[src/rtl/bin2bcd_seq_pkg.sv]
// Shared types and defaults for the sequential binary-to-BCD converter.
// Holds the FSM state encoding and the saturation bound helper.
package bin2bcd_seq_pkg;

  localparam int DEF_IN_WIDTH = 16;
  localparam int DEF_DIGITS   = 4;

  typedef enum logic [1:0] {
    ST_IDLE  = 2'd0,
    ST_SHIFT = 2'd1,
    ST_DONE  = 2'd2
  } state_t;

  // Largest value representable in the given number of BCD digits (10^digits - 1).
  function automatic longint unsigned max_bcd_value(input int digits);
    longint unsigned p;
    p = 1;
    for (int i = 0; i < digits; i++) begin
      p = p * 10;
    end
    return p - 1;
  endfunction

endpackage

[src/rtl/bin2bcd_seq_if.sv]
// Request/result bundle between a score source and the BCD converter.
// Handshake: start is a request sampled only while busy is low; a request seen
// while busy is dropped. done pulses for one cycle when bcd/ovf carry a new result.
interface bin2bcd_seq_if #(
  parameter int IN_WIDTH = 16,
  parameter int DIGITS   = 4
);
  logic [IN_WIDTH-1:0]  value;
  logic                 start;
  logic                 busy;
  logic                 done;
  logic [4*DIGITS-1:0]  bcd;
  logic                 ovf;

  modport master (output value, output start, input busy, input done, input bcd, input ovf);
  modport slave  (input value, input start, output busy, output done, output bcd, output ovf);
endinterface

[src/rtl/bin2bcd_seq_digit_adj.sv]
// Double-dabble digit correction: a BCD digit of 5 or more gets 3 added
// so that the following left shift carries correctly into the next digit.
module bcd_digit_adj (
  input  logic [3:0] digit,
  output logic [3:0] adj
);
  assign adj = (digit >= 4'd5) ? digit + 4'd3 : digit;
endmodule

[src/rtl/bin2bcd_seq.sv]
// Sequential double-dabble binary-to-BCD converter, one bit per clock.
// Values above the digit range saturate to all nines with ovf set.
module bin2bcd_seq
  import bin2bcd_seq_pkg::*;
#(
  parameter int IN_WIDTH = DEF_IN_WIDTH,
  parameter int DIGITS   = DEF_DIGITS
) (
  input  logic          clk,
  input  logic          rst_n,
  bin2bcd_seq_if.slave  bus,
  output state_t        state_dbg
);

  localparam int BCD_W = 4 * DIGITS;
  localparam int CNT_W = $clog2(IN_WIDTH) + 1;
  localparam logic [63:0] MAX_VAL = 64'(max_bcd_value(DIGITS));

  state_t              state;
  state_t              state_nxt;
  logic [BCD_W-1:0]    scratch;
  logic [BCD_W-1:0]    adj;
  logic [IN_WIDTH-1:0] operand;
  logic [CNT_W-1:0]    cnt;
  logic                ovf_pend;
  logic [BCD_W-1:0]    bcd_q;
  logic                ovf_q;
  logic                done_q;

  for (genvar g = 0; g < DIGITS; g++) begin : g_adj
    bcd_digit_adj u_adj (
      .digit (scratch[4*g +: 4]),
      .adj   (adj[4*g +: 4])
    );
  end

  always_ff @(posedge clk or negedge rst_n) begin
    if (!rst_n) begin
      state <= ST_IDLE;
    end else begin
      state <= state_nxt;
    end
  end

  always_comb begin
    state_nxt = state;
    case (state)
      ST_IDLE:  if (bus.start) state_nxt = ST_SHIFT;
      ST_SHIFT: if (cnt == CNT_W'(IN_WIDTH - 1)) state_nxt = ST_DONE;
      ST_DONE:  state_nxt = ST_IDLE;
      default:  state_nxt = ST_IDLE;
    endcase
  end

  // Overflow is judged directly on the captured value; carries out of the
  // top scratch digit are simply lost because this flag replaces the result.
  always_ff @(posedge clk or negedge rst_n) begin
    if (!rst_n) begin
      scratch  <= '0;
      operand  <= '0;
      cnt      <= '0;
      ovf_pend <= 1'b0;
      bcd_q    <= '0;
      ovf_q    <= 1'b0;
      done_q   <= 1'b0;
    end else begin
      done_q <= 1'b0;
      case (state)
        ST_IDLE: begin
          if (bus.start) begin
            operand  <= bus.value;
            scratch  <= '0;
            cnt      <= '0;
            ovf_pend <= 64'(bus.value) > MAX_VAL;
          end
        end
        ST_SHIFT: begin
          {scratch, operand} <= {adj, operand} << 1;
          cnt                <= cnt + CNT_W'(1);
        end
        ST_DONE: begin
          bcd_q  <= ovf_pend ? {DIGITS{4'h9}} : scratch;
          ovf_q  <= ovf_pend;
          done_q <= 1'b1;
        end
        default: ;
      endcase
    end
  end

  assign bus.busy  = (state != ST_IDLE);
  assign bus.done  = done_q;
  assign bus.bcd   = bcd_q;
  assign bus.ovf   = ovf_q;
  assign state_dbg = state;

endmodule

[src/flat_wrapper.sv]
// flat-port wrapper written by rule: the top's interface ports become plain ports
module bin2bcd_seq_flat import bin2bcd_seq_pkg::*;
#(
  parameter int IN_WIDTH = DEF_IN_WIDTH,
  parameter int DIGITS   = DEF_DIGITS
)
  (clk, rst_n, state_dbg, bus_value, bus_start, bus_busy, bus_done, bus_bcd, bus_ovf);
  bin2bcd_seq_if #(.IN_WIDTH(IN_WIDTH), .DIGITS(DIGITS)) bus_i ();
  input  logic clk;
  input  logic rst_n;
  output state_t state_dbg;
  input wire logic [$bits(bus_i.value)-1:0] bus_value;
  input wire logic [$bits(bus_i.start)-1:0] bus_start;
  output wire logic [$bits(bus_i.busy)-1:0] bus_busy;
  output wire logic [$bits(bus_i.done)-1:0] bus_done;
  output wire logic [$bits(bus_i.bcd)-1:0] bus_bcd;
  output wire logic [$bits(bus_i.ovf)-1:0] bus_ovf;
  assign bus_i.value = bus_value;
  assign bus_i.start = bus_start;
  assign bus_busy = bus_i.busy;
  assign bus_done = bus_i.done;
  assign bus_bcd = bus_i.bcd;
  assign bus_ovf = bus_i.ovf;
  bin2bcd_seq #(.IN_WIDTH(IN_WIDTH), .DIGITS(DIGITS)) u_core (.clk(clk), .rst_n(rst_n), .bus(bus_i), .state_dbg(state_dbg));
endmodule
[config.mk]
export PLATFORM = sky130hd
export DESIGN_NAME = bin2bcd_seq_flat
export DESIGN_NICKNAME = d
export VERILOG_FILES = /design/src/rtl/bin2bcd_seq_pkg.sv /design/src/rtl/bin2bcd_seq_if.sv /design/src/rtl/bin2bcd_seq_digit_adj.sv /design/src/rtl/bin2bcd_seq.sv /design/src/flat_wrapper.sv
export SDC_FILE = /design/constraint.sdc
export NUM_CORES = 1
export LEC_CHECK = 0
export CAP_MARGIN = 40
export CORE_ASPECT_RATIO = 1.1
export CORE_MARGIN = 2
export CORE_UTILIZATION = 40
export DETAILED_ROUTE_END_ITERATION = 16
export DONT_BUFFER_PORTS = 1
export GPL_TIMING_DRIVEN = 0
export SLEW_MARGIN = 30
export SYNTH_ARGS = -nofsm -noshare
export SYNTH_HDL_FRONTEND = slang
export SYNTH_SLANG_ARGS = --single-unit
export TNS_END_PERCENT = 30
[constraint.sdc]
create_clock -name clk -period 2.4 [get_ports clk]
set_input_delay 0.36 -clock clk [delete_from_list [all_inputs] [get_ports clk]]
set_output_delay 0.36 -clock clk [all_outputs]
set_load 0.005 [all_outputs]
==> results.yml <==
run_status:
  status: "finished, final reports clean"
route:
  drtIter0Drc: 103
  viasPerCell: 5.40
  wire_per_inst_um: 16.2
  dr_total_vias: 1945
  remaining_drc_errors: 0
  firstDrtPassIters: 4
  ant_nets: 0
  wirelength_mm: 5.83
die:
  start_util_pct: 40.7
  num_rows: 31
  die_y_um: 89.4
  die_area_sq_um: 7300
  top_level_ports: 40
  core-area_sq_um: 6520
  fp.dieW_um: 81.7
timing:
  layout_min_cycle_time_ps: 1690
  slew-limit-headroom_pct: 63.5
  layout_setup_ws_ps: 710
  finalSetupTns_ps: 0
  slew_violations: 0
  setup_viol: 0
  final-hold-violation-count: 0
  grt_setup_unrepaired: "no"
  fmax_ghz: 0.592
  max_slew.worst_pin.slew_ps: 545
  clock_skew_ps: 10.9
  timing.final.crit_share_pct: 70.4
layout:
  drive_above_1_share_pct: 11.9
  antenna_cells: 0
  area_growth_pct: 13.0
  fin_util_pct: 46.0
  layout_commonest_cell: "dfrtp_1"
  fillers: 636
  final_cell_mix: "dfrtp_1 (58), nor2_1 (38), nand2_1 (26)"
  final_nets: 303
critical_path:
  crit_fanout: 4
  crit_type: "register to register"
  cp-start-kind: "register"
  critPathArrivalTime_ps: 1940
  required_ps: 2650
  r2r_slack_ps: 710
  endpoint_kind: "register"
logic_synthesis:
  ys_ff_latch: 58
  syn-cell-area_sq_um: 2650
  seq_area_frac_synth_pct: 54.7
  synth_cell_types: 35
  synthFlopType: "dfrtp_1"
  async_flop_share_pct: 100
  synth_top_area_share_pct: 54.7
  yosysWarnings: 0
  syn_area_per_cell_sq_um: 10.2
  syn_inst: 261
  synth_edf_count: 0
  yosys.area.top_type: "dfrtp_1"
  synthesis.nets: 290
  synth_area_leaders: "dfrtp_1 (55%), nor2_1 (5.4%), ha_1 (4.7%)"
clock_network:
  post_cts_buffers: 0
  clkTransAtPathRegs_ps: 60
  cts_root_buf: "clkbuf_8"
  cts_sinks: 58
  cts_tree: "done"
  cts_inserted_buffers: 9
  cts.htree.levels: 3
  clock_path_buffers: 2
  clk-insertion-delay-late_ps: 330
grt:
  grt_antenna_before_repair: 0
  grt_pass1_vias: 2033
  grt-ovfl-total: 0
  grt_max_degree: 59
  grt_pass1_wl_mm: 9.69
  track_usage_pct: 17.8
power:
  ir_drop_mv: 0.496
  leakagePower_nw: 1.37
  pwr_density_cell_nw_per_um2: 1440
min_path:
  hold_class: "input port to register"
place:
  pre_cts_ws_ps: 698
  portBuffers: 0
  hpwl_mm: 3.98
  gp_congestion: 0.716
job:
  drv_cap: 0
[worst paths after layout]
| check | start | endpoint | cells past startpoint |
|---|---|---|---|
| worst max-delay path | u_core.scratch[0]$_DFFE_PN0P_ | u_core.scratch[2]$_DFFE_PN0P_ | 6 |
| worst min-delay path | bus_value[0] | u_core.operand[0]$_DFFE_PN0P_ | 2 |
| worst max register to register | u_core.scratch[0]$_DFFE_PN0P_ | u_core.scratch[2]$_DFFE_PN0P_ | 6 |
| worst min register to register | u_core.operand[15]$_DFFE_PN0P_ | u_core.scratch[0]$_DFFE_PN0P_ | 2 |
| max in group asynchronous | rst_n | u_core.state_dbg[0]$_DFFE_PN0P_ | 2 |
| min in group asynchronous | rst_n | u_core.scratch[12]$_DFFE_PN0P_ | 2 |
[metal layers]
metal | up-vias | track usage [%] | share of wire, %
li1 | 939 | - | -
met1 | 946 | 22.3 | 45
met2 | 53 | 28.5 | 48
met3 | 7 | 5.76 | 6.5
met4 | 0 | 6.82 | 0.82
met5 | - | 0 | 0
[logic make-up after synthesis]
group / share of synthesized area [%]
flip-flops: 54.7
AO/OA/AOI/OAI: 16.4
adder cells (fa/ha/maj): 4.71
AND/OR/NAND/NOR: 15.3
XOR/XNOR: 1.98
multiplexers: 1.98
buffers and inverters: 4.90
[cell usage after synthesis, types with 2 or more instances]
master	instances
nor2_1	38
mux2i_1	3
buf_6	2
buf_4	4
o31ai_1	9
nand3_1	4
mux2_2	2
nand4_1	2
dfrtp_1	58
o32ai_1	2
o21ai_0	23
a21oi_1	5
ha_1	10
buf_2	5
xor2_1	2
inv_1	10
o22ai_1	19
a22o_1	3
xnor2_1	4
nand2_1	26
a32o_1	4
nand2b_1	10
clkbuf_1	4
[state kept, by name, summed over array words and instances (netlist names)]
signal,cells
u_core.bus.bcd,16
u_core.bus.done,1
u_core.bus.ovf,1
u_core.cnt,5
u_core.operand,16
u_core.ovf_pend,1
u_core.scratch,16
u_core.state_dbg,2
[stage by stage]
step	cell area (sq um)	cells	hold WS [ps]	power [mW]
floorplan	2650	261	64.4	2.96
global placement	2760	343	65.6	3.30
detailed placement	2760	343	65.6	3.37
CTS	3000	360	127	4.35
global route	3000	360	135	4.66
finish	3000	360	140	4.30
[report_power, final]
group | switching, mW | internal, mW | leakage, nW | total (mW)
Sequential | 0.311 | 1.39 | 0.704 | 1.70
Clock | 0.381 | 0.558 | 0.106 | 0.939
Combinational | 0.924 | 0.744 | 0.562 | 1.67
Total | 1.62 | 2.69 | 1.37 | 4.30
[cell type report]
cell class | count | area, sq um | area share (%)
clock inverters | 2 | 35.0 | 1.17
inverters | 10 | 37.5 | 1.25
flip-flops and latches | 58 | 1450 | 48.4
clock buffers | 13 | 169 | 5.63
multi-input cells | 178 | 1070 | 35.8
well taps | 82 | 103 | 3.42
repair buffers | 2 | 37.5 | 1.25
plain buffers | 15 | 92.6 | 3.09
[worst max-delay path: stages, from the launching register on]
cell	delay (ps)
dfrtp_1	420
inv_1	140
ha_1	210
nand2b_1	60
a21oi_1	290
mux2_2	370
o21ai_0	130
[what timing repair did]
item	in CTS	in global routing
hold endpoints to repair	58	0
hold buffers	2	0
resized for setup	0	0
No activity file was read; power rests on OpenSTA's default activity.
